`src/rtl/uart_pkg.sv`:
```
// Shared types and constants for the UART transmit path.
package uart_pkg;

  localparam int unsigned CTRL_W          = 32;
  localparam int unsigned CTRL_SEND_BIT   = 0;
  localparam int unsigned CTRL_RXNEW_BIT  = 1;
  localparam int unsigned UART_FRAME_BITS = 10;

  typedef enum logic [2:0] {
    IDLE  = 3'd0,
    START = 3'd1,
    DATA  = 3'd2,
    STOP  = 3'd3,
    CLEAR = 3'd4
  } tx_state_t;

endpackage

```
`src/rtl/uart_tx_ctrl_baud_gen.sv`:
```
// Bit-period counter: counts 0..BAUD_DIV-1 while enabled, ticks on the last count.
module uart_baud_gen #(
  parameter int unsigned BAUD_DIV = 1042
) (
  input  logic clk_i,
  input  logic rst_i,
  input  logic en_i,
  input  logic clr_i,
  output logic tick_o
);

  localparam int unsigned CNT_W = (BAUD_DIV > 1) ? $clog2(BAUD_DIV) : 1;
  localparam logic [CNT_W-1:0] LAST_CNT = CNT_W'(BAUD_DIV - 1);

  logic [CNT_W-1:0] cnt_q;
  logic [CNT_W-1:0] cnt_d;

  // Tick marks the final cycle of a bit period.
  assign tick_o = en_i && (cnt_q == LAST_CNT);

  // Next count: clear wins, wrap at the bit boundary, hold when disabled.
  always_comb begin
    cnt_d = cnt_q;
    if (clr_i) begin
      cnt_d = '0;
    end else if (en_i) begin
      if (cnt_q == LAST_CNT) cnt_d = '0;
      else                   cnt_d = cnt_q + CNT_W'(1);
    end
  end

  // Counter register.
  always_ff @(posedge clk_i or posedge rst_i) begin
    if (rst_i) cnt_q <= '0;
    else       cnt_q <= cnt_d;
  end

endmodule

```
`src/rtl/uart_tx_ctrl.sv`:
```
// 8N1 transmit engine driven by the control register SEND bit; clears SEND via write port 2.
module uart_tx_ctrl
  import uart_pkg::*;
#(
  parameter int unsigned BAUD_DIV = 1042,
  parameter int unsigned DATA_W   = 8
) (
  input  logic              clk_i,
  input  logic              rst_i,
  input  logic [CTRL_W-1:0] ctrl_i,
  input  logic [DATA_W-1:0] data_i,
  output logic              wr2_o,
  output logic [CTRL_W-1:0] in2_o,
  output logic              tx_o,
  output logic              busy_o
);

  localparam int unsigned BIT_CNT_W = $clog2(DATA_W);
  localparam logic [BIT_CNT_W-1:0] LAST_BIT = BIT_CNT_W'(DATA_W - 1);
  localparam logic [CTRL_W-1:0] SEND_MASK = CTRL_W'(1) << CTRL_SEND_BIT;

  tx_state_t             state_q;
  logic [DATA_W-1:0]     shift_q;
  logic [CTRL_W-1:0]     ctrl_q;
  logic [BIT_CNT_W-1:0]  bit_cnt_q;
  logic                  tx_q;
  logic                  busy_q;
  logic                  wr2_q;
  logic [CTRL_W-1:0]     in2_q;

  logic baud_en;
  logic baud_clr;
  logic tick;

  // Baud counter runs only while a line bit is being driven; held clear in IDLE.
  assign baud_en  = (state_q == START) || (state_q == DATA) || (state_q == STOP);
  assign baud_clr = (state_q == IDLE);

  uart_baud_gen #(
    .BAUD_DIV (BAUD_DIV)
  ) u_baud (
    .clk_i  (clk_i),
    .rst_i  (rst_i),
    .en_i   (baud_en),
    .clr_i  (baud_clr),
    .tick_o (tick)
  );

  // Frame sequencer with registered line, busy and write-back outputs.
  always_ff @(posedge clk_i or posedge rst_i) begin
    if (rst_i) begin
      state_q   <= IDLE;
      shift_q   <= '0;
      ctrl_q    <= '0;
      bit_cnt_q <= '0;
      tx_q      <= 1'b1;
      busy_q    <= 1'b0;
      wr2_q     <= 1'b0;
      in2_q     <= '0;
    end else begin
      case (state_q)
        IDLE: begin
          tx_q   <= 1'b1;
          busy_q <= 1'b0;
          wr2_q  <= 1'b0;
          in2_q  <= '0;
          if (ctrl_i[CTRL_SEND_BIT]) begin
            shift_q   <= data_i;
            ctrl_q    <= ctrl_i;
            bit_cnt_q <= '0;
            tx_q      <= 1'b0;
            busy_q    <= 1'b1;
            state_q   <= START;
          end
        end
        START: begin
          if (tick) begin
            tx_q    <= shift_q[0];
            state_q <= DATA;
          end
        end
        DATA: begin
          if (tick) begin
            if (bit_cnt_q == LAST_BIT) begin
              tx_q    <= 1'b1;
              state_q <= STOP;
            end else begin
              shift_q   <= {1'b0, shift_q[DATA_W-1:1]};
              tx_q      <= shift_q[1];
              bit_cnt_q <= bit_cnt_q + BIT_CNT_W'(1);
            end
          end
        end
        STOP: begin
          if (tick) begin
            wr2_q   <= 1'b1;
            in2_q   <= ctrl_q & ~SEND_MASK;
            state_q <= CLEAR;
          end
        end
        CLEAR: begin
          wr2_q   <= 1'b0;
          in2_q   <= '0;
          busy_q  <= 1'b0;
          state_q <= IDLE;
        end
        default: begin
          tx_q    <= 1'b1;
          busy_q  <= 1'b0;
          wr2_q   <= 1'b0;
          in2_q   <= '0;
          state_q <= IDLE;
        end
      endcase
    end
  end

  assign tx_o   = tx_q;
  assign busy_o = busy_q;
  assign wr2_o  = wr2_q;
  assign in2_o  = in2_q;

endmodule

```
`config.mk`:
```
export PLATFORM = sky130hd
export DESIGN_NAME = uart_tx_ctrl
export DESIGN_NICKNAME = d
export VERILOG_FILES = /design/src/rtl/uart_pkg.sv /design/src/rtl/uart_tx_ctrl_baud_gen.sv /design/src/rtl/uart_tx_ctrl.sv
export SDC_FILE = /design/constraint.sdc
export NUM_CORES = 1
export LEC_CHECK = 0
export ABC_CLOCK_PERIOD_IN_PS = 4200
export CAP_MARGIN = 30
export CORE_MARGIN = 4
export CORE_UTILIZATION = 30
export CTS_CLUSTER_SIZE = 16
export DETAILED_ROUTE_END_ITERATION = 10
export PLACE_DENSITY = 0.6
export RECOVER_POWER = 50
export SYNTH_ARGS = -nofsm -noshare
export SYNTH_HDL_FRONTEND = slang
export SYNTH_SLANG_ARGS = --single-unit
```
`constraint.sdc`:
```
create_clock -name clk_i -period 4.2 [get_ports clk_i]
set_clock_uncertainty 0.05 [all_clocks]
set_input_delay 0.84 -clock clk_i [delete_from_list [all_inputs] [get_ports clk_i]]
set_output_delay 0.84 -clock clk_i [all_outputs]
set_load 0.005 [all_outputs]
```
== Word-level counts from Yosys, hierarchy flattened ==
Index checks and enable logic that the tools add are counted.
Word-level totals
  flip-flop bits (word level): 92
  input bits: 42
  output and inout bits: 35
  word-level logic and storage cells: 67
Operators by class
  $add $sub $neg: 2
  equality and inequality tests: 12
  muxes and demuxes: 28
  bitwise operators: 2
  reductions and logical operators: 14
Operator list (number)
  $pmux W32 S2: 1
  $mux W11: 3
  $mux W32: 1
  $mux W3: 8
  $mux W8: 3
  $pmux W8 S2: 1
  $pmux W3 S4: 1
  $add A11 B1 Y11 const B: 1
  $eq A11 B11 Y1 const B: 1
  $ne A2 B2 Y1 const B: 5
  $eq A3 B2 Y1 const B: 2
  $eq A3 B3 Y1 const B: 2
  $mux W1: 6
  $pmux W3 S2: 1
  $reduce_and A5 Y1: 1
  $pmux W1 S2: 2
  $pmux W1 S4: 1
  $reduce_and A2 Y1: 2
  $reduce_and A4 Y1: 1
  $reduce_bool A2 Y1: 2
  $reduce_or A2 Y1: 2
  $add A3 B1 Y3 const B: 1
  $eq A3 B1 Y1 const B: 1
  $logic_not A3 Y1: 1
  6 further kinds: 8

== Depth between registers and ports, before layout ==
Gate-level depths: netlist (run 1).
  word-level depth: 6
  depth in mapped cells: 7
  gate-level depth less buffers: 6

== Cells and area by module ==
From an unflattened synthesis (run 1), not the netlist that was laid out.
Unflattened totals
  cells, all modules: 275
  area, all modules: 3817.4 µm²
Modules (own cells, without submodules)
  uart_tx_ctrl: times used 1, cells an instance 215, area each 3189.3 µm², seq. area each 1978.1 µm²
  uart_baud_gen: times used 1, cells an instance 60, area each 628.1 µm², seq. area each 275.3 µm²

== Worst setup path after synthesis (run 1) ==
OpenSTA, ideal clock, no wires.
  path type: reg2reg
  start point: register bit_cnt_q[0]
  end point: register bit_cnt_q[0]
  setup time: 0.127 ns
  arrival time: 1.846 ns
  data required time: 4.023 ns
  path slack: 2.177 ns
  stages on the path, launching flop included: 7
  path buffers: 1
  period minus slack after synthesis: 2.023 ns
  cells stage by stage: dfrtp_1 -> ha_1 -> ha_1 -> or4b_1 -> o21bai_2 -> buf_6 -> mux2_1
On the way
  word-level cells in the longest chain between the ends: 4
  elaborated cells between the ends (all ways): 7
  those cells by class: 1 x add/sub; 2 x eq/ne; 3 x mux; 1 x reduce/logical
Ends and longest elaborated chain
  start: declaration: line uart_tx_ctrl.sv:25  | logic [BIT_CNT_W-1:0] bit_cnt_q;
  start signal: assignment: line uart_tx_ctrl.sv:90  | bit_cnt_q <= bit_cnt_q + BIT_CNT_W'(1);
  $add A3 B1 Y3: line uart_tx_ctrl.sv:90
  $mux W3: line uart_tx_ctrl.sv:84  | if (bit_cnt_q == LAST_BIT) begin
  $mux W3: line uart_tx_ctrl.sv:83  | if (tick) begin
  $pmux W3 S2: line uart_tx_ctrl.sv:61  | case (state_q)
Parallel ways exist; a longest one is shown, timed or not. The select of a mux whose other input is x is not followed.
A chain may end at the register's enable or synchronous reset.

== Worst setup path after layout (run 1) ==
  start point: register u_baud.cnt_q[3]
  end point: register in2_q[16] (netlist: in2_o[16])
On the way
  word-level cells in the longest chain between the ends: 4
Ends and longest elaborated chain
  start: declaration: line uart_tx_ctrl_baud_gen.sv:15  | logic [CNT_W-1:0] cnt_q;
  start signal: assignment: line uart_tx_ctrl_baud_gen.sv:35  | else cnt_q <= cnt_d;
  $eq A11 B11 Y1: line uart_tx_ctrl_baud_gen.sv:19  | assign tick_o = en_i && (cnt_q == LAST_CNT);
  $logic_and A1 B1 Y1: line uart_tx_ctrl_baud_gen.sv:19
  $ne A2 B2 Y1 (no line)
  $reduce_and A2 Y1 (no line)
  end signal: assignment: line uart_tx_ctrl.sv:97  | in2_q <= ctrl_q & ~SEND_MASK;
  end: declaration: line uart_tx_ctrl.sv:29  | logic [CTRL_W-1:0] in2_q;
Every way passes these cells.

==> results of run 1 <==
==> layer usage <==
layer,global-route usage,vias to the layer above,wire (µm)
li1,-,1151,-
met1,0.152,1220,3680
met2,0.180,60,3730
met3,0.0415,10,519
met4,0.0510,0,129
met5,0,-,0
==> final cells by class <==
type	count	area share
sequential	90	0.449
multi-input combinational	166	0.282
timing repair buffer	80	0.161
clock buffer	11	0.0484
tap	168	0.0419
clock inverter	5	0.0122
inverter	6	0.00474
==> flip-flops by register name, indices dropped and copies added, names as in the netlist <==
name and count:
wr2_o 1, ctrl_q 31, bit_cnt_q 3, state_q 3, busy_o 1, u_baud.cnt_q 11, tx_o 1, in2_o 31
shift_q 8
==> worst reg2reg max path: stages (launching register included) <==
cell	delay [ps]
dfrtp_1	470
nor4b_4	340
nand3_1	300
nor3_4	220
clkbuf_1	1250
a22o_1	310
==> metrics by stage <==
| stage | hold slack (ps) | instances | total power [W] |
|---|---|---|---|
| floorplan | 398 | 278 | 0.000943 |
| global placement | 416 | 509 | 0.000991 |
| detailed placement | 417 | 510 | 0.000996 |
| CTS | 438 | 526 | 0.00183 |
| global route | 451 | 526 | 0.00186 |
| finish | 433 | 526 | 0.00179 |
==> placed cells by master (no fill, tap or decap), drive strengths merged, types with 3 or more instances in the layout <==
master         Yosys  routed
dfrtp             89      89
clkdlybuf4s50      0      72
mux2              46      46
a22o              32      32
nor2              14      14
nand2             13      13
clkbuf             3      12
inv                6       6
o21ai              5       5
nand3              4       4
nand2b             4       4
xor2               4       4
mux2i              4       4
ha                 4       4
nor3               4       4
clkinvlp           0       4
buf               13       4
xnor2              3       3
dlygate4sd3        0       3
==> logic make-up (layout without fill, tap and decap cells) <==
| kind of cell | after synthesis | in the layout |
|---|---|---|
| AOI/OAI and AO/OA | 50 | 50 |
| xor gates and xnor gates | 7 | 7 |
| adders and majority gates | 4 | 4 |
| buffers and inverters | 22 | 102 |
| DFF | 90 | 90 |
| muxes | 50 | 50 |
| other | 1 | 1 |
| and+or+nand+nor | 54 | 54 |
==> Yosys cell counts (all sizes together) (2+ instances only) <==
master	n
clkbuf	3
o21ai	5
mux2	46
nor2b	2
xor2	4
a21oi	2
nand4	2
nand2b	4
dfrtp	89
xnor2	3
mux2i	4
a211oi	2
nor4b	2
nand3	4
inv	6
nand4b	2
a22o	32
nor3	4
nand2	13
a21o	2
nor2	14
buf	13
ha	4
==> worst min path at each step <==
stage / from / endpoint / slack [ps] / cells after the start
after CTS: shift_q[5]$_DFFE_PP0P_ / shift_q[5]$_DFFE_PP0P_ / 440 / 1
after global routing: shift_q[5]$_DFFE_PP0P_ / shift_q[5]$_DFFE_PP0P_ / 450 / 1
after floorplan: shift_q[0]$_DFFE_PP0P_ / shift_q[0]$_DFFE_PP0P_ / 400 / 1
after detailed placement: wr2_o$_DFFE_PP0P_ / wr2_o$_DFFE_PP0P_ / 420 / 1
final: shift_q[0]$_DFFE_PP0P_ / shift_q[0]$_DFFE_PP0P_ / 430 / 1
after global placement: shift_q[0]$_DFFE_PP0P_ / shift_q[0]$_DFFE_PP0P_ / 420 / 1
==> power by group <==
group / internal (W) / leakage (nW) / total (W) / switching [W]
Combinational: 0.0000531 / 0.864 / 0.0000822 / 0.0000291
Clock: 0.000480 / 0.138 / 0.000817 / 0.000337
Sequential: 0.000886 / 1.17 / 0.000895 / 0.00000921
Total: 0.00142 / 2.17 / 0.00179 / 0.000376
==> results.yml, run 1 <==
status:
  status: "finished with violations"
  failed_checks: "max-capacitance violations, max-slew violations"
yosys:
  postSynth.asyncResetShare: 1.00
  seq_area_frac_synth: 0.590
  synth.top_cell.area_share: 0.583
  synth.area.top_cells: "dfrtp_1 (58%), mux2_2 (11%), a22o_1 (7.3%)"
  syn_nets: 324
  synth.distinct_cells: 44
  synth_fa_ha_area_frac: 0.0131
  synthCells: 278
  synth_edf_count: 0
  ys.flop_type: "dfrtp_1"
  synth.cell_area_mm2: 0.00382
  yosysWarnings: 0
  muxShareOfSynthArea: 0.146
  synth_top_family_by_area: "multiplexers"
  synth_compound_area_frac: 0.107
  avgSynthCellArea_um2: 13.7
  synth-xor-area-share: 0.0160
  yosys.area.top_type: "dfrtp_1"
  ys_ff_latch: 90
  synthSimpleGateAreaFrac: 0.0891
worst_setup_path:
  r2r_setup_slack_ps: 1190
  reg2regPathDepth: 5
  path_depth: 5
  cpPeakStageDelay_ps: 1250
  cp-start-kind: "flip-flop"
  worstSetupStartpoint: "u_baud.cnt_q[3]$_DFFE_PP0P_"
  cp-end-kind: "flip-flop"
  timing.rr.end: "in2_o[16]$_DFFE_PP0P_"
  endpoint: "in2_o[16]$_DFFE_PP0P_"
  path_cells: "nor4b_4 > nand3_1 > nor3_4 > clkbuf_1 > a22o_1"
  cp_data_required_time_ps: 4420
  path_class: "reg2reg"
  cp_max_fo: 33
  slowest_stage: "clkbuf_1"
  worstPathArrival_ps: 3230
  rr_startpoint: "u_baud.cnt_q[3]$_DFFE_PP0P_"
  path_buf_inv: 1
  path_delay_family: "buffers and inverters"
floorplanning:
  io_pins: 77
  fp.dieH_um: 121
  fp.dieArea_mm2: 0.0146
  initial_utilization: 0.312
  num_rows: 40
  core_area_mm2: 0.0123
  die_w_um: 121
sta:
  final_max_slew_viol_count: 34
  worst_slack_ps: 1190
  worstMarginPinSlew_ps: 1720
  grt_setup_unrepaired: "no"
  slew_headroom: -0.147
  fin_tns_setup_ps: 0
  fin_crit_sh: 0.718
  final-setup-viol-count: 0
  fmax_mhz: 332
  finalHoldViolCount: 0
  min_period_ps: 3010
placement:
  place_ws_ps: 1340
  port_buffers: 75
  place_area_mm2: 0.00472
  dp_hpwl_mm: 5.43
  place.gp.congestion: 0.779
global_route:
  grt_pass1_wl_mm: 13.6
  grt_max_degree: 34
  grt-ovfl-total: 0
  gr-usage-all-layers: 0.118
  grt_pass1_vias: 2660
  antenna_found_initial: 0
cts:
  cts_setup_buffers: 0
  htree_num_levels: 3
  cts_sinks: 90
  tritoncts: "done"
  cts_inserted_buffers: 9
  clk_root_buffer_cell: "clkbuf_16"
  clk_pin_slew_worst_paths_ps: 60
  cts_resized: 0
  ctsHoldBuffers: 0
  clk_latency_ps: 340
  cts_buffer_depth: 2
detailed_routing:
  drtPass1Iterations: 5
  dr.first_iter.drc_count: 101
  avgRoutedWirePerCell_um: 15.3
  vias_per_cell: 4.64
  wl_mm: 8.06
  ant_nets: 0
  vias: 2441
  route.detailed.drc: 0
pwr:
  power_density_mw_per_mm2: 358
  p_leak_nw: 2.17
  peakVddDrop_uv: 192
final_layout:
  utilization: 0.409
  drive_gt1_frac: 0.187
  design_area_mm2: 0.00502
  fillers: 1144
  antennaDiodeCount: 0
  multi_input_area_mm2: 0.00142
  seqCellArea_mm2: 0.00225
  nNetsFinal: 399
  area_growth_syn_to_layout_pct: 31.3
hold_path:
  min-delay-path-class: "reg2reg"
flow_run:
  cap_viol_max_count: 1
Power figures use the tool's default switching activity.
==> run 2: changes to the inputs <==
--- a/config.mk
+++ b/config.mk
@@ -5,13 +5,13 @@
 export SDC_FILE = /design/constraint.sdc
 export NUM_CORES = 1
 export LEC_CHECK = 0
-export ABC_CLOCK_PERIOD_IN_PS = 4200
+export ABC_CLOCK_PERIOD_IN_PS = 2500
 export CAP_MARGIN = 30
 export CORE_MARGIN = 4
 export CORE_UTILIZATION = 30
 export CTS_CLUSTER_SIZE = 16
 export DETAILED_ROUTE_END_ITERATION = 10
-export PLACE_DENSITY = 0.6
+export PLACE_DENSITY = 0.62
 export RECOVER_POWER = 50
 export SYNTH_ARGS = -nofsm -noshare
 export SYNTH_HDL_FRONTEND = slang
==> constraint.sdc (replaced) <==
create_clock -name clk_i -period 2.5 [get_ports clk_i]
set_clock_uncertainty 0.05 [all_clocks]
set_input_delay 0.5 -clock clk_i [delete_from_list [all_inputs] [get_ports clk_i]]
set_output_delay 0.5 -clock clk_i [all_outputs]
set_load 0.005 [all_outputs]
==> run 2 against run 1 <==
Against the previous run:
- the flow now finishes without violations
- utilization is 0.14 points higher
- die area stayed put
- setup slack worse by 920 ps
- combinational power is 58% higher
- sequential share of layout area is 0.16 points lower
- critical endpoint is now shift_q[6]$_DFFE_PP0P_
==> results.yml, run 2 (synthesis gave the netlist of run 1 again) <==
status:
  status: "complete, no violations"
detailed_routing:
  avgRoutedWirePerCell_um: 14.8
  top_layer_used: "met4"
  drtPass1Iterations: 4
  route.detailed.drc: 0
  m1WireLength_mm: 3.56
  wl_met2_mm: 3.71
  vias: 2432
  wl_mm: 7.82
  wl_met3_um: 451
  vias_per_cell: 4.61
  dr.first_iter.drc_count: 61
  ant_nets: 0
floorplanning:
  core_area_mm2: 0.0123
  die_w_um: 121
  io_pins: 77
  fp.dieH_um: 121
  fp.dieArea_mm2: 0.0146
  num_rows: 40
  initial_utilization: 0.312
worst_setup_path:
  cp-end-kind: "flip-flop"
  path_buf_inv: 0
  path_common_cell: "ha_1"
  cpPeakStageDelay_ps: 480
  cp_data_required_time_ps: 2670
  cp_max_fo: 9
  path_depth: 5
  path_delay_family: "simple AND/OR/NAND/NOR gates"
  worstPathArrival_ps: 2400
  path_cells: "ha_1 > ha_1 > or4b_1 > o21bai_2 > mux2_2"
  cp-start-kind: "flip-flop"
  path_class: "reg2reg"
  reg2regPathDepth: 5
  slowest_stage: "or4b_1"
pwr:
  power_frac_comb: 0.043
  design_power_total_w: 0.00303
  swShare: 0.205
  power_density_mw_per_mm2: 601
  switchingPower_w: 0.000621
  seqPwrFrac: 0.497
  intPower_w: 0.00241
  peakVddDrop_uv: 304
  p_leak_nw: 2.23
  p_clk_frac: 0.460
global_route:
  antenna_found_initial: 0
  grt_pass1_vias: 2564
  gr-usage-all-layers: 0.115
  grt_pass1_wl_mm: 13.3
  grt_max_degree: 91
  grt-ovfl-total: 0
sta:
  fin_tns_setup_ps: 0
  grt_setup_unrepaired: "no"
  min_period_ps: 2240
  fmax_mhz: 447
  finalHoldViolCount: 0
  slew_headroom: 0.193
  final_max_slew_viol_count: 0
  worstMarginPinSlew_ps: 1210
  fin_crit_sh: 0.895
  final-setup-viol-count: 0
  worst_slack_ps: 262
placement:
  place.gp.congestion: 0.772
  place_ws_ps: 243
  port_buffers: 75
  dp_hpwl_mm: 5.15
final_layout:
  utilization: 0.411
  antennaDiodeCount: 0
  seqCellArea_mm2: 0.00225
  multi_input_area_mm2: 0.00142
  nNetsFinal: 401
  drive_gt1_frac: 0.197
  area_growth_syn_to_layout_pct: 31.8
  fillers: 1141
  final_common_cell: "dfrtp_1"
  mostFrequentLayoutCells: "dfrtp_1 (89), clkdlybuf4s50_1 (62), mux2_2 (39)"
cts:
  clk_root_buffer_cell: "clkbuf_16"
  cts_inserted_buffers: 9
  htree_num_levels: 3
  clk_latency_ps: 330
  cts_setup_buffers: 0
  tritoncts: "done"
  cts_sinks: 90
  cts_buffer_depth: 2
  cts_resized: 0
  clk_pin_slew_worst_paths_ps: 60
  ctsHoldBuffers: 0
hold_path:
  holdPathStages: 1
  min-delay-path-class: "reg2reg"
flow_run:
  cap_viol_max_count: 0
[run 2: cell count changes in the layout (fill, tap and decap cells not counted), moves of 2 or more]
| cell | before | now |
|---|---|---|
| dlygate4sd3_1 | 3 | 13 |
| buf_4 | 2 | 5 |
| clkbuf_1 | 2 | 0 |
| clkdlybuf4s50_1 | 72 | 62 |
[run 2: power groups by stage]
stage	sequential (W)	combinational (W)	clock (W)
2_1_floorplan	0.00153	0.0000573	0
3_3_place_gp	0.00153	0.000135	0
3_5_place_dp	0.00153	0.000137	0
4_1_cts	0.00150	0.000138	0.00143
5_1_grt	0.00151	0.000146	0.00150
6_report	0.00150	0.000130	0.00139
[run 2: final cells by class]
cell class / instances / area share
sequential: 90 / 0.447
multi-input combinational: 166 / 0.281
timing repair buffer: 82 / 0.162
clock buffer: 11 / 0.0502
tap: 168 / 0.0417
clock inverter: 5 / 0.0119
inverter: 6 / 0.00522
[run 2: final timing paths]
check,startpoint,to,slack [ps]
min reg2reg,wr2_o$_DFFE_PP0P_,wr2_o$_DFFE_PP0P_,430
max,bit_cnt_q[0]$_DFFE_PP0P_,shift_q[6]$_DFFE_PP0P_,260
max in group asynchronous,rst_i,shift_q[4]$_DFFE_PP0P_,590
min,wr2_o$_DFFE_PP0P_,wr2_o$_DFFE_PP0P_,430
max reg2reg,bit_cnt_q[0]$_DFFE_PP0P_,shift_q[6]$_DFFE_PP0P_,260
min in group asynchronous,rst_i,in2_o[16]$_DFFE_PP0P_,1040
[run 2: worst register-to-register path: cells and delay by family, from the launching register on]
kind	cells	cell delay (ps)
flip-flops	1	390
adder cells (fa/ha/maj)	2	400
multiplexers	1	390
AO/OA/AOI/OAI	1	410
AND/OR/NAND/NOR	1	480
[run 2: routing by layer]
metal  vias up  track usage
met2        50        0.172
met5         -            0
met3         7       0.0406
met4         0       0.0382
met1      1223        0.154
li1       1152            -
[run 2: through the flow]
stage                     cells  hold WS, ps  cell area (µm²)
final                       528          432             5040
after global placement      512          412             4740
after detailed placement    512          415             4740
after global routing        528          447             5040
after floorplan             278          398             3820
after CTS                   528          436             5050
